`config.mk`:
```
export PLATFORM = sky130hd
export DESIGN_NAME = ibuf_pingpong_sched_flat
export DESIGN_NICKNAME = d
export VERILOG_FILES = /design/src/rtl/ibuf_pingpong_sched_if.sv /design/src/rtl/ibuf_pingpong_sched.sv /design/src/flat_wrapper.sv
export SDC_FILE = /design/constraint.sdc
export NUM_CORES = 1
export LEC_CHECK = 0
export CAP_MARGIN = 10
export CORE_MARGIN = 2
export CORE_UTILIZATION = 30
export DETAILED_ROUTE_END_ITERATION = 8
export DONT_BUFFER_PORTS = 1
export SKIP_LAST_GASP = 1
export SYNTH_ARGS = -nofsm -noshare
export SYNTH_HDL_FRONTEND = slang
export SYNTH_SLANG_ARGS = --single-unit
export TNS_END_PERCENT = 50
```
`constraint.sdc`:
```
create_clock -name clk -period 2.5 [get_ports clk]
set_input_delay 0.25 -clock clk [delete_from_list [all_inputs] [get_ports clk]]
set_output_delay 0.25 -clock clk [all_outputs]
set_load 0.01 [all_outputs]
```
`src/rtl/ibuf_pingpong_sched_if.sv`:
```
// Scheduler-side bundle: layer configuration, loader and read-sequencer handshakes, status.
// The master modport is the surrounding system (controller, loader, reader); slave is the scheduler.
interface ibuf_pingpong_sched_if #(
  parameter int NTILE_W = 8,
  parameter int STALL_W = 16
);
  logic               cfg_valid;
  logic               cfg_ready;
  logic [NTILE_W-1:0] cfg_ntile;
  logic               ld_req;
  logic               ld_sel;
  logic               ld_done;
  logic               rd_start;
  logic               rd_sel;
  logic               rd_done;
  logic               layer_done;
  logic               busy;
  logic [STALL_W-1:0] stall_cnt;

  modport master (
    output cfg_valid, cfg_ntile, ld_done, rd_done,
    input  cfg_ready, ld_req, ld_sel, rd_start, rd_sel, layer_done, busy, stall_cnt
  );

  modport slave (
    input  cfg_valid, cfg_ntile, ld_done, rd_done,
    output cfg_ready, ld_req, ld_sel, rd_start, rd_sel, layer_done, busy, stall_cnt
  );
endinterface

```
`src/rtl/ibuf_pingpong_sched.sv`:
```
// Ping-pong input-buffer tile scheduler: the loader fills one half while the reader drains the other,
// counting tiles per layer and reporting layer completion and reader starvation.
module ibuf_pingpong_sched #(
  parameter int NTILE_W = 8,
  parameter int STALL_W = 16
) (
  input  logic                  clk,
  input  logic                  rst_n,
  ibuf_pingpong_sched_if.slave  bus
);

  typedef enum logic [1:0] {
    IDLE = 2'd0,
    RUN  = 2'd1,
    DONE = 2'd2
  } state_t;

  state_t             state;
  state_t             state_nxt;

  logic [NTILE_W-1:0] ntile_r;
  logic [NTILE_W-1:0] ld_cnt;
  logic [NTILE_W-1:0] rd_cnt;
  logic [1:0]         full;
  logic [1:0]         full_nxt;
  logic               ld_ptr;
  logic               rd_ptr;
  logic               ld_busy;
  logic               rd_busy;
  logic               ld_gap;
  logic               ld_sel_r;
  logic               rd_sel_r;
  logic               rd_start_r;
  logic               layer_done_r;
  logic [STALL_W-1:0] stall_r;

  logic               cfg_acc;
  logic               in_run;
  logic               last_rd;
  logic               ld_issue;
  logic               ld_fin;
  logic               rd_issue;
  logic               rd_fin;
  logic               stall_hit;

  // FSM next-state logic.
  // NOTE: every signal assigned in an always_comb gets a default first, so no path can infer a latch.
  always_comb begin
    state_nxt = state;
    case (state)
      IDLE:    if (cfg_acc) state_nxt = RUN;
      RUN:     if (last_rd) state_nxt = DONE;
      DONE:    state_nxt = IDLE;
      default: state_nxt = IDLE;
    endcase
  end

  // NOTE: the reset is synchronous (sampled only on clk), matching the rest of this datapath.
  always_ff @(posedge clk) begin
    if (!rst_n) state <= IDLE;
    else        state <= state_nxt;
  end

  // Handshake decode. Every load/read event is gated by RUN, so pulses in IDLE or DONE are dropped.
  always_comb begin
    cfg_acc   = (state == IDLE) && bus.cfg_valid;
    in_run    = (state == RUN);
    last_rd   = in_run && (rd_cnt == ntile_r);
    ld_issue  = in_run && !ld_busy && !full[ld_ptr] && (ld_cnt < ntile_r) && !ld_gap;
    ld_fin    = in_run && ld_busy && bus.ld_done;
    rd_issue  = in_run && !rd_busy && full[rd_ptr];
    rd_fin    = in_run && rd_busy && bus.rd_done;
    stall_hit = in_run && !rd_busy && !full[rd_ptr] && (rd_cnt < ntile_r);

    // Loader and reader always own different halves, so both updates can land in one edge.
    full_nxt = full;
    if (ld_fin) full_nxt[ld_ptr] = 1'b1;
    if (rd_fin) full_nxt[rd_ptr] = 1'b0;
  end

  // NOTE: sequential state uses non-blocking assignments so every register sees pre-edge values.
  always_ff @(posedge clk) begin
    if (!rst_n) begin
      ntile_r      <= '0;
      ld_cnt       <= '0;
      rd_cnt       <= '0;
      full         <= '0;
      ld_ptr       <= 1'b0;
      rd_ptr       <= 1'b0;
      ld_busy      <= 1'b0;
      rd_busy      <= 1'b0;
      ld_gap       <= 1'b0;
      ld_sel_r     <= 1'b0;
      rd_sel_r     <= 1'b0;
      rd_start_r   <= 1'b0;
      layer_done_r <= 1'b0;
      stall_r      <= '0;
    end else begin
      rd_start_r   <= rd_issue;
      layer_done_r <= last_rd;
      // One dead cycle after each fill keeps ld_req low between consecutive loads.
      ld_gap       <= ld_fin;

      if (cfg_acc) begin
        ntile_r <= bus.cfg_ntile;
        ld_cnt  <= '0;
        rd_cnt  <= '0;
        full    <= '0;
        ld_ptr  <= 1'b0;
        rd_ptr  <= 1'b0;
        ld_busy <= 1'b0;
        rd_busy <= 1'b0;
        stall_r <= '0;
      end else begin
        full <= full_nxt;

        if (ld_issue) begin
          ld_busy  <= 1'b1;
          ld_sel_r <= ld_ptr;
        end
        if (ld_fin) begin
          ld_busy <= 1'b0;
          ld_ptr  <= ~ld_ptr;
          ld_cnt  <= ld_cnt + NTILE_W'(1);
        end

        if (rd_issue) begin
          rd_busy  <= 1'b1;
          rd_sel_r <= rd_ptr;
        end
        if (rd_fin) begin
          rd_busy <= 1'b0;
          rd_ptr  <= ~rd_ptr;
          rd_cnt  <= rd_cnt + NTILE_W'(1);
        end

        if (stall_hit && (stall_r != '1)) stall_r <= stall_r + STALL_W'(1);
      end
    end
  end

  assign bus.cfg_ready  = (state == IDLE);
  assign bus.busy       = (state != IDLE);
  assign bus.ld_req     = ld_busy;
  assign bus.ld_sel     = ld_sel_r;
  assign bus.rd_start   = rd_start_r;
  assign bus.rd_sel     = rd_sel_r;
  assign bus.layer_done = layer_done_r;
  assign bus.stall_cnt  = stall_r;

endmodule

```
`src/flat_wrapper.sv`:
```
// flat-port wrapper written by rule: the top's interface ports become plain ports
module ibuf_pingpong_sched_flat 
#(
  parameter int NTILE_W = 8,
  parameter int STALL_W = 16
)
  (clk, rst_n, bus_cfg_valid, bus_cfg_ntile, bus_ld_done, bus_rd_done, bus_cfg_ready, bus_ld_req, bus_ld_sel, bus_rd_start, bus_rd_sel, bus_layer_done, bus_busy, bus_stall_cnt);
  ibuf_pingpong_sched_if #(.NTILE_W(NTILE_W), .STALL_W(STALL_W)) bus_i ();
  input  logic clk;
  input  logic rst_n;
  input wire logic [$bits(bus_i.cfg_valid)-1:0] bus_cfg_valid;
  input wire logic [$bits(bus_i.cfg_ntile)-1:0] bus_cfg_ntile;
  input wire logic [$bits(bus_i.ld_done)-1:0] bus_ld_done;
  input wire logic [$bits(bus_i.rd_done)-1:0] bus_rd_done;
  output wire logic [$bits(bus_i.cfg_ready)-1:0] bus_cfg_ready;
  output wire logic [$bits(bus_i.ld_req)-1:0] bus_ld_req;
  output wire logic [$bits(bus_i.ld_sel)-1:0] bus_ld_sel;
  output wire logic [$bits(bus_i.rd_start)-1:0] bus_rd_start;
  output wire logic [$bits(bus_i.rd_sel)-1:0] bus_rd_sel;
  output wire logic [$bits(bus_i.layer_done)-1:0] bus_layer_done;
  output wire logic [$bits(bus_i.busy)-1:0] bus_busy;
  output wire logic [$bits(bus_i.stall_cnt)-1:0] bus_stall_cnt;
  assign bus_i.cfg_valid = bus_cfg_valid;
  assign bus_i.cfg_ntile = bus_cfg_ntile;
  assign bus_i.ld_done = bus_ld_done;
  assign bus_i.rd_done = bus_rd_done;
  assign bus_cfg_ready = bus_i.cfg_ready;
  assign bus_ld_req = bus_i.ld_req;
  assign bus_ld_sel = bus_i.ld_sel;
  assign bus_rd_start = bus_i.rd_start;
  assign bus_rd_sel = bus_i.rd_sel;
  assign bus_layer_done = bus_i.layer_done;
  assign bus_busy = bus_i.busy;
  assign bus_stall_cnt = bus_i.stall_cnt;
  ibuf_pingpong_sched #(.NTILE_W(NTILE_W), .STALL_W(STALL_W)) u_core (.clk(clk), .rst_n(rst_n), .bus(bus_i));
endmodule
```
==> Word level (Yosys, flattened, before mapping) <==
Cells that the tools add are included.
{ "totals": {"reg_bits": 53, "out_inout_bits": 23, "inputBits": 13} }
{ "op_classes": {"order_cmp": 6, "n_eq_ne": 5, "muxes": 13, "reduce_logical": 30, "addsub": 3, "bitwise_logic": 7} }
{ "op_table": {"columns": ["operator", "count"], "rows": [
  ["logical AND 1 bit", 17],
  ["adder 16 x 1 -> 16 bit, second input constant", 1],
  ["adder 8 x 1 -> 8 bit, second input constant", 2],
  ["less-than comparator 8 bit", 2],
  ["!= test 16 bit, second input constant", 1],
  ["equality test 8 bit", 1],
  ["2-to-1 mux 2 bit", 4],
  ["2-to-1 mux 1 bit", 6],
  ["AND reduction 2 bit", 3],
  ["OR reduction 3 bit", 2],
  ["logical NOT 1 bit", 5],
  ["less-than comparator 1 x 2 -> 1 bit, second input constant", 2],
  ["inverter 1 bit", 4],
  ["case mux 2 bit (2 select lines)", 1],
  ["bitwise AND 2 bit", 1],
  ["demux 1 bit (select 1 bit)", 2],
  ["equality test 2 x 1 -> 1 bit, second input constant", 1],
  ["greater-or-equal comparator 1 bit, second input constant", 2],
  ["logical NOT 2 bit", 1],
  ["!= test 2 x 1 -> 1 bit, second input constant", 1],
  ["!= test 2 bit, second input constant", 1],
  ["inverter 2 bit", 1],
  ["OR 2 bit", 1],
  ["nonzero test 2 bit", 1],
  ["OR reduction 2 bit", 1]
]} }

==> Logic depth before layout (Yosys ltp) <==
Gate-level depths: netlist of the first run.
{ "depth": {"word_depth": 8, "mapped_depth": 11} }

==> Worst setup path after synthesis of the first run <==
OpenSTA, ideal clock, no wires.
{ "synth_path": {"path_kind": "flip-flop to flip-flop", "start": "register u_core.ntile_r[7]", "end": "register u_core.stall_r[2], in the netlist u_core.bus.stall_cnt[2]", "stages_incl_launch_ff": 10, "slack_ns": 0.324, "setup_ns": 0.059, "t_arrival_ns": 2.117, "required_ns": 2.441, "path_buffers": 2, "cell_sequence": "dfxtp_1 inv_1 ha_1 a2111oi_4 o211ai_2 or2_1 buf_6 buf_6 or4_1 nand2_1"} }
{ "synth_between": {"elab_chain_len": 3} }
{ "synth_lines": {"columns": ["item", "line_no", "text"], "rows": [
  ["start, declared", "ibuf_pingpong_sched.sv:21", "logic [NTILE_W-1:0] ntile_r;"],
  ["start signal, assigned", "ibuf_pingpong_sched.sv:105", "ntile_r <= bus.cfg_ntile;"],
  ["less-than comparator 8 bit", "ibuf_pingpong_sched.sv:73", "stall_hit = in_run && !rd_busy && !full[rd_ptr] && (rd_cnt < ntile_r);"],
  ["logical AND 1 bit", "ibuf_pingpong_sched.sv:73", null],
  ["logical AND 1 bit", "ibuf_pingpong_sched.sv:137", "if (stall_hit && (stall_r != '1)) stall_r <= stall_r + STALL_W'(1);"],
  ["end signal, assigned", "ibuf_pingpong_sched.sv:137", null],
  ["end, declared", "ibuf_pingpong_sched.sv:35", "logic [STALL_W-1:0] stall_r;"]
]} }
Every way passes these cells.
A chain may end at the register's enable or synchronous reset.

==> Final worst setup path of the first run <==
{ "layout_path": {"start": "register u_core.ntile_r[7]", "end": "register u_core.stall_r[3], in the netlist u_core.bus.stall_cnt[3]"} }
The elaborated chain is that of the path after synthesis.

==> flow_metrics.py, run 1 <==
metrics = {
    "cts": {
        "ctsHoldBuffers": 0,
        "htree_levels": 2,
        "cts_tree": "yes",
        "cts_buffers": 5,
        "clk_latency_ns": 0.31,
        "clkSlewWorstSetupHoldPaths_ns": 0.10,
        "clockBufferDepth": 2,
        "cts.sinks": 53,
        "clockRootBuffer": "clkbuf_8",
    },
    "setup_path": {
        "cp_slowest_stage_delay_ns": 0.46,
        "ff2ff_path_depth": 8,
        "crit_path_top_delay_cell": "or4_1",
        "path_buf_inv": 2,
        "critical_path_class": "reg2reg",
        "worstSetupPathDepth": 8,
        "cp_data_required_time_ns": 2.73,
        "crit_path_start_kind": "flip-flop",
        "cp_cell_sequence": "inv_1 -> ha_1 -> a2111oi_4 -> o211ai_2 -> or2_4 -> buf_4 -> or4_1 -> o21ai_0",
        "arrival_ns": 2.53,
        "worstSetupEndpointType": "flip-flop",
        "worstPathMaxFanout": 10,
        "crit_family": "simple AND/OR/NAND/NOR gates",
    },
    "synth": {
        "synth_compound_area_share_pct": 12.8,
        "yosysTopAreaCellShare_pct": 40.8,
        "synth_top_family_by_area": "simple AND/OR/NAND/NOR gates",
        "synth_edf_count": 0,
        "ys_seq_area_share_pct": 40.8,
        "synth_fa_ha_area_share_pct": 8.66,
        "ys_types": 36,
        "synth_ff_type": "dfxtp_1",
        "synth.area.mux_share_pct": 1.54,
        "ys_warn_count": 0,
        "syn_area_sq_um": 2600,
        "synth.net_count": 332,
        "synthArstFlopShare_pct": 0,
        "synthCells": 301,
        "yosys.area_share.simple_pct": 26.3,
        "synth-xor-area-share_pct": 5.73,
        "yosys.area.top_type": "dfxtp_1",
        "avgSynthCellArea_sq_um": 8.64,
        "ys_top_cells_by_area": "dfxtp_1 41%, ha_1 8.7%, nor2_1 4.5%, nand2_1 4.0%, o21ai_0 3.7%",
        "synth_seq_cells": 53,
    },
    "sta": {
        "fin_ws_ns": 0.201,
        "drv_slew": 0,
        "tightest_slew_ns": 0.434,
        "fmax_mhz": 435,
        "whs_ns": 0.0478,
        "setup_viol": 0,
        "post-route-min-period_ns": 2.30,
        "fin_crit_sh_pct": 92.0,
        "hold_viol": 0,
        "fin_tns_setup_ns": 0,
        "finClkSkew_ns": 0.0131,
        "rsz0062_at_grt": "no",
        "max_slew_margin_pct": 71.0,
    },
    "grt": {
        "grt_pass1_vias": 1979,
        "grt_usage_pct": 13.0,
        "antenna_found_initial": 0,
        "grt_pass1_wl_mm": 10.0,
        "grt-ovfl-total": 0,
        "grt_start_max_net_pins": 29,
    },
    "worst_hold_path": {
        "hold_path.class": "in2reg",
        "min_path_cells": 2,
    },
    "route": {
        "wl_met2_mm": 2.60,
        "drt_iter0_markers": 94,
        "top_layer": "met4",
        "via_per_inst": 5.07,
        "wl_per_cell_microns": 14.4,
        "vias": 2063,
        "firstDrtPassIters": 6,
        "wl_met1_mm": 2.84,
        "wirelength_mm": 5.88,
        "route.antenna.remaining_nets": 0,
        "route.met3.wl_microns": 318,
        "drc_errors": 0,
    },
    "placement": {
        "dp.cells": 399,
        "dpl_cell_area_sq_um": 2720,
        "gp_congestion": 0.851,
        "io_buffers": 0,
        "dpl.hpwl_mm": 4.38,
        "dp_slack_ns": 0.161,
    },
    "die": {
        "core_sq_um": 8300,
        "die_area_sq_um": 9430,
        "die_h_microns": 97.1,
        "fp-row-count": 33,
        "ios": 36,
        "start_util_pct": 31.3,
        "die_w_microns": 97.1,
    },
    "finish": {
        "layout-drive-gt1-share_pct": 6.29,
        "final_nets": 333,
        "area_growth_pct": 8.33,
        "final_util_pct": 33.9,
        "fin_area_sq_um": 2820,
        "stdcell_count": 407,
        "antenna_cells": 0,
        "fillerInstances": 835,
    },
    "power_and_ir_drop": {
        "p_leak_nw": 0.996,
        "report.power.total_mw": 1.59,
        "power_density_nw_per_um2": 564,
        "ir_worst_vdd_mv": 0.204,
    },
    "status": {
        "status": "finished, final reports clean",
    },
    "flow_run": {
        "drv_cap": 0,
    },
}
[report_power, final]
group / leakage [nW] / switching (mW) / internal (mW)
Sequential: 0.429 / 0.0158 / 0.864
Combinational: 0.524 / 0.130 / 0.0727
Clock: 0.0433 / 0.286 / 0.220
Total: 0.996 / 0.432 / 1.16
[per-layer routing]
metal,global-route usage [%],up-vias
li1,-,1070
met1,17.7,945
met2,19.3,38
met3,3.53,10
met4,5.31,0
met5,0,-
[placed cells by master (no fill, tap or decap), types with 2 or more instances in the layout]
cell type	instances
dfxtp_1	53
nor2_1	31
nand2_1	28
o21ai_0	19
ha_1	18
a21oi_1	17
nand3_1	16
inv_1	11
nand4_1	11
or4_1	10
xor2_1	10
nor3_1	9
and3_1	8
buf_4	8
xnor2_1	7
clkbuf_8	6
and4_1	5
mux2i_1	4
o31ai_1	4
nor2b_1	3
o211ai_1	3
and2_1	3
or3_1	3
a211oi_1	2
nand2b_1	2
[final timing paths]
kind / startpoint / endpoint / slack, ns
setup / recovery: u_core.ntile_r[7] / u_core.bus.stall_cnt[3] / 0.20
hold / removal: bus_cfg_ntile[3] / u_core.ntile_r[3] / 0.05
setup reg to reg: u_core.ntile_r[7] / u_core.bus.stall_cnt[3] / 0.20
hold reg to reg: u_core.full[0] / u_core.full[0] / 0.50
[logic make-up (layout without fill, tap and decap cells)]
family          count (synthesis)  count (layout)
simple gates                  132             132
flops                          53              53
compound gates                 52              52
buf+inv                        25              26
fa+ha+maj                      18              18
xor+xnor                       17              17
mux                             4               4
[final cells by class]
type / count / area (sq um) / share of cell area [%]
well taps: 105 / 131 / 4.66
clock inverters: 1 / 7.51 / 0.267
clock buffers: 6 / 82.6 / 2.93
multi-input cells: 223 / 1430 / 50.9
inverters: 11 / 41.3 / 1.47
flip-flops and latches: 53 / 1060 / 37.7
repair buffers: 8 / 60.1 / 2.13
[synthesized netlist by cell type, drive strengths merged, types with 2 or more instances]
cell and count:
inv 11, ha 18, o31ai 4, clkbuf 11, a211oi 2, mux2i 4
a21oi 17, nor2 31, o21ai 19, or4 10, nand3 16, nor2b 3
buf 3, and2 3, nand2 28, and4 5, or3 3, nand2b 3
xnor2 7, xor2 10, and3 8, nand4 11, dfxtp 53, o211ai 4
nor3 9
[sequential cells by signal, indices dropped and copies added, names as in the netlist]
signal	flops
u_core.bus.ld_sel	1
u_core.full	2
u_core.rd_busy	1
u_core.ntile_r	8
u_core.bus.layer_done	1
u_core.bus.ld_req	1
u_core.rd_ptr	1
u_core.bus.rd_sel	1
u_core.ld_cnt	8
u_core.ld_gap	1
u_core.ld_ptr	1
u_core.state	2
u_core.rd_cnt	8
u_core.bus.stall_cnt	16
u_core.bus.rd_start	1
[worst register-to-register path: stages, from the launching register on]
cell and delay, ns:
dfxtp_1 0.32, inv_1 0.06, ha_1 0.34, a2111oi_4 0.33, o211ai_2 0.16, or2_4 0.31
buf_4 0.17, or4_1 0.46, o21ai_0 0.08
[repair_timing]
item / 4_1_cts / 5_1_grt
setup buffers: 0 / 1
setup endpoints to repair: 0 / 9
gates resized for setup: 0 / 1
(Power assumes the default switching activity.)
==> run 2, diff against run 1 <==
Settings changed: RECOVER_POWER set to 50.
==> flow_metrics.py, run 2 (same netlist as run 1, synthesis figures left out) <==
metrics = {
    "finish": {
        "final_nets": 333,
        "stdcell_count": 407,
        "final_cell_mix": "53 x dfxtp_1, 31 x nor2_1, 28 x nand2_1, 19 x o21ai_0, 18 x ha_1",
        "area_growth_pct": 7.80,
        "final_common_cell": "dfxtp_1",
        "antenna_cells": 0,
        "final_util_pct": 33.8,
        "layout-drive-gt1-share_pct": 5.30,
        "largest_register_ffs": 16,
        "fillerInstances": 841,
    },
    "cts": {
        "clockRootBuffer": "clkbuf_8",
        "htree_levels": 2,
        "ctsHoldBuffers": 0,
        "cts.sinks": 53,
        "clockBufferDepth": 2,
        "cts_buffers": 5,
        "clk_latency_ns": 0.31,
        "cts_tree": "yes",
        "clkSlewWorstSetupHoldPaths_ns": 0.10,
    },
    "route": {
        "wirelength_mm": 5.87,
        "drt_iter0_markers": 90,
        "firstDrtPassIters": 4,
        "wl_per_cell_microns": 14.4,
        "via_per_inst": 5.09,
        "route.antenna.remaining_nets": 0,
        "vias": 2070,
        "drc_errors": 0,
    },
    "flow_run": {
        "drv_cap": 0,
    },
    "setup_path": {
        "cp_data_required_time_ns": 2.73,
        "r2r_setup_slack_ns": 0.20,
        "crit_path_start_kind": "flip-flop",
        "arrival_ns": 2.53,
        "ff2ff_path_depth": 8,
        "rr_endpoint": "u_core.bus.stall_cnt[3]",
        "critPathLaunch": "u_core.ntile_r[7]",
        "critPathCapture": "u_core.bus.stall_cnt[3]",
        "worstPathMaxFanout": 10,
        "r2r-start": "u_core.ntile_r[7]",
        "worstSetupEndpointType": "flip-flop",
        "critical_path_class": "reg2reg",
    },
    "power_and_ir_drop": {
        "power_density_nw_per_um2": 564,
        "report.power.total_mw": 1.58,
        "ir_worst_vdd_mv": 0.203,
        "p_leak_nw": 0.982,
    },
    "grt": {
        "grt_pass1_vias": 1979,
        "grt-ovfl-total": 0,
        "grt_pass1_wl_mm": 10.0,
        "grt_start_max_net_pins": 29,
        "grt_usage_pct": 13.0,
        "antenna_found_initial": 0,
    },
    "die": {
        "ios": 36,
        "die_w_microns": 97.1,
        "die_h_microns": 97.1,
        "core_sq_um": 8300,
        "start_util_pct": 31.3,
        "die_area_sq_um": 9430,
        "fp-row-count": 33,
    },
    "sta": {
        "whs_ns": 0.0479,
        "fin_crit_sh_pct": 91.8,
        "post-route-min-period_ns": 2.30,
        "fin_tns_setup_ns": 0,
        "max_slew_margin_pct": 60.1,
        "tightest_slew_ns": 0.598,
        "fmax_mhz": 436,
        "setup_viol": 0,
        "hold_viol": 0,
        "finClkSkew_ns": 0.0117,
        "drv_slew": 0,
        "rsz0062_at_grt": "no",
    },
    "placement": {
        "io_buffers": 0,
        "dp.cells": 399,
        "gp_congestion": 0.851,
        "dpl.hpwl_mm": 4.38,
    },
    "worst_hold_path": {
        "min_path_cells": 2,
        "hold_path.class": "in2reg",
    },
    "status": {
        "status": "finished, final reports clean",
    },
}
==> run 2: cell count changes in the layout (fill, tap and decap cells not counted), sizes merged <==
cell / previous run / this run
buf: 8 / 4
clkbuf: 6 / 10
==> run 2: power breakdown <==
| group | total (mW) | internal (mW) | switching, mW |
|---|---|---|---|
| Clock | 0.504 | 0.220 | 0.285 |
| Combinational | 0.198 | 0.0686 | 0.129 |
| Sequential | 0.880 | 0.864 | 0.0158 |
==> run 2: metrics by stage <==
stage                     setup slack (ns)  instance area, sq um
after detailed placement             0.161                  2720
after global routing               0.00267                  2800
final                                0.204                  2800
after CTS                            0.129                  2810
after floorplan                      0.324                  2600
after global placement               0.223                  2720
==> run 2: how the worst min path moves through the flow <==
stage                                 from                 to  slack [ns]
final                     bus_cfg_ntile[3]  u_core.ntile_r[3]        0.05
after global routing      bus_cfg_ntile[6]  u_core.ntile_r[6]        0.05
after CTS                            rst_n      u_core.ld_gap        0.05
after detailed placement  bus_cfg_ntile[4]  u_core.ntile_r[4]        0.37
after global placement    bus_cfg_ntile[1]  u_core.ntile_r[1]        0.37
after floorplan           bus_cfg_ntile[1]  u_core.ntile_r[1]        0.36
==> run 2: final cells by class <==
| cell class | instances | area [sq um] | share of cell area, % |
|---|---|---|---|
| well taps | 105 | 131 | 4.69 |
| clock inverters | 1 | 7.51 | 0.268 |
| repair buffers | 8 | 46.3 | 1.65 |
| flip-flops and latches | 53 | 1060 | 37.9 |
| multi-input cells | 223 | 1430 | 51.1 |
| inverters | 11 | 41.3 | 1.47 |
| clock buffers | 6 | 82.6 | 2.95 |
==> run 2: timing repair <==
action                     in CTS  in global routing
setup endpoints to repair       0                  9
resized for setup               0                  1
buffers inserted                0                  1
hold endpoints to repair        0                  0
==> run 2: routing by layer <==
layer	track usage, %	vias to the layer above	wire [microns]
li1	-	1071	-
met1	17.7	958	2860
met2	19.3	31	2620
met5	0	-	0
met3	3.53	10	274
met4	5.31	0	124
==> run 2: critical path: stages, from the launching register on <==
cell,delay (ns)
dfxtp_1,0.32
inv_1,0.06
ha_1,0.34
a2111oi_4,0.33
o211ai_2,0.16
or2_4,0.31
buf_4,0.17
or4_1,0.46
o21ai_0,0.08
==> run 3, diff against run 2 <==
Settings changed: PLACE_DENSITY set to 0.44.
==> flow_metrics.py, run 3 (same netlist as run 1, synthesis figures left out) <==
metrics = {
    "die": {
        "core_sq_um": 8300,
        "start_util_pct": 31.3,
        "fp-row-count": 33,
        "die_area_sq_um": 9430,
        "die_w_microns": 97.1,
        "die_h_microns": 97.1,
        "ios": 36,
    },
    "worst_hold_path": {
        "hp-start": "bus_cfg_ntile[5]",
        "hold_path.class": "in2reg",
        "hold_end": "u_core.ntile_r[5]",
        "min_path_cells": 2,
    },
    "setup_path": {
        "arrival_ns": 2.53,
        "critical_path_class": "reg2reg",
        "cp_data_required_time_ns": 2.74,
        "crit_path_start_kind": "flip-flop",
        "path_buf_inv": 2,
        "crit_family": "simple AND/OR/NAND/NOR gates",
        "cp_slowest_stage_delay_ns": 0.46,
        "ff2ff_path_depth": 8,
        "cp_cell_sequence": "inv_1 -> ha_1 -> a2111oi_4 -> o211ai_2 -> or2_4 -> buf_4 -> or4_1 -> o21ai_0",
        "worstSetupEndpointType": "flip-flop",
        "r2r-start": "u_core.ntile_r[7]",
        "r2r_setup_slack_ns": 0.21,
        "rr_endpoint": "u_core.bus.stall_cnt[3]",
        "worstPathMaxFanout": 14,
        "crit_path_top_delay_cell": "or4_1",
    },
    "finish": {
        "stdcell_count": 411,
        "fin_area_sq_um": 2810,
        "antenna_cells": 0,
        "final_cell_mix": "53 x dfxtp_1, 31 x nor2_1, 28 x nand2_1, 19 x o21ai_0, 18 x ha_1",
        "layout-drive-gt1-share_pct": 5.23,
        "largest_register_ffs": 16,
        "area_growth_pct": 8.23,
        "final_common_cell": "dfxtp_1",
        "final_util_pct": 33.9,
        "final_nets": 336,
    },
    "placement": {
        "io_buffers": 0,
        "dp_slack_ns": 0.0833,
        "dp.cells": 402,
        "dpl.hpwl_mm": 4.60,
        "gp_congestion": 0.757,
        "dpl_cell_area_sq_um": 2740,
    },
    "route": {
        "vias": 2065,
        "wl_per_cell_microns": 15.0,
        "firstDrtPassIters": 4,
        "drc_errors": 0,
        "wirelength_mm": 6.16,
        "via_per_inst": 5.02,
        "drt_iter0_markers": 76,
        "route.antenna.remaining_nets": 0,
    },
    "status": {
        "status": "finished, final reports clean",
    },
    "grt": {
        "grt_pass1_wl_mm": 10.6,
        "grt_pass1_vias": 2008,
        "grt-ovfl-total": 0,
        "grt_usage_pct": 13.7,
        "antenna_found_initial": 0,
        "grt_start_max_net_pins": 20,
    },
    "sta": {
        "fin_ws_ns": 0.207,
        "finClkSkew_ns": 0.0134,
        "whs_ns": 0.0611,
        "fin_crit_sh_pct": 91.7,
        "tightest_slew_ns": 0.655,
        "fmax_mhz": 436,
        "max_slew_margin_pct": 56.2,
        "rsz0062_at_grt": "no",
        "post-route-min-period_ns": 2.29,
        "fin_tns_setup_ns": 0,
        "setup_viol": 0,
        "hold_viol": 0,
        "drv_slew": 0,
    },
    "power_and_ir_drop": {
        "ir_worst_vdd_mv": 0.221,
        "power_density_nw_per_um2": 556,
        "p_leak_nw": 0.986,
        "report.power.total_mw": 1.56,
    },
    "cts": {
        "clkSlewWorstSetupHoldPaths_ns": 0.10,
        "cts.sinks": 53,
        "clk_latency_ns": 0.30,
        "htree_levels": 2,
        "cts_buffers": 5,
        "clockRootBuffer": "clkbuf_8",
        "ctsHoldBuffers": 0,
        "cts_tree": "yes",
        "clockBufferDepth": 2,
    },
    "flow_run": {
        "drv_cap": 0,
    },
}
==> run 3: area by class of cell <==
type | instances | area [sq um]
flip-flops and latches | 53 | 1060
clock inverters | 1 | 7.51
well taps | 105 | 131
clock buffers | 7 | 76.3
fillers | 880 | 5490
repair buffers | 11 | 63.8
inverters | 11 | 41.3
multi-input cells | 223 | 1430
==> run 3: worst max-delay path by stage <==
stage / endpoint / cells past startpoint / startpoint / slack, ns
2_1_floorplan: u_core.bus.stall_cnt[2] / 9 / u_core.ntile_r[7] / 0.32
4_1_cts: u_core.bus.stall_cnt[3] / 8 / u_core.ntile_r[7] / 0.06
6_report: u_core.bus.stall_cnt[3] / 8 / u_core.ntile_r[7] / 0.21
3_3_place_gp: u_core.bus.stall_cnt[3] / 8 / u_core.ntile_r[7] / 0.13
3_5_place_dp: u_core.bus.stall_cnt[3] / 8 / u_core.ntile_r[7] / 0.08
5_1_grt: u_core.bus.stall_cnt[3] / 8 / u_core.ntile_r[7] / 0.007
==> run 3: power breakdown <==
part | total, mW | internal [mW] | leakage [nW] | switching [mW]
sequential | 0.877 | 0.864 | 0.429 | 0.0129
clock | 0.484 | 0.199 | 0.0385 | 0.284
combinational | 0.204 | 0.0704 | 0.519 | 0.133
total | 1.56 | 1.13 | 0.986 | 0.430
==> run 3: timing repair <==
item                       in CTS  in global routing
buffers inserted                0                  1
gates resized for setup         0                  2
setup endpoints to repair       0                 10
==> run 3: layer usage <==
layer / share of wire (%) / global-route usage, %
met1: 50 / 19.6
met2: 44 / 20.7
met3: 4.9 / 3.81
met4: 0.78 / 2.60
met5: 0 / 0
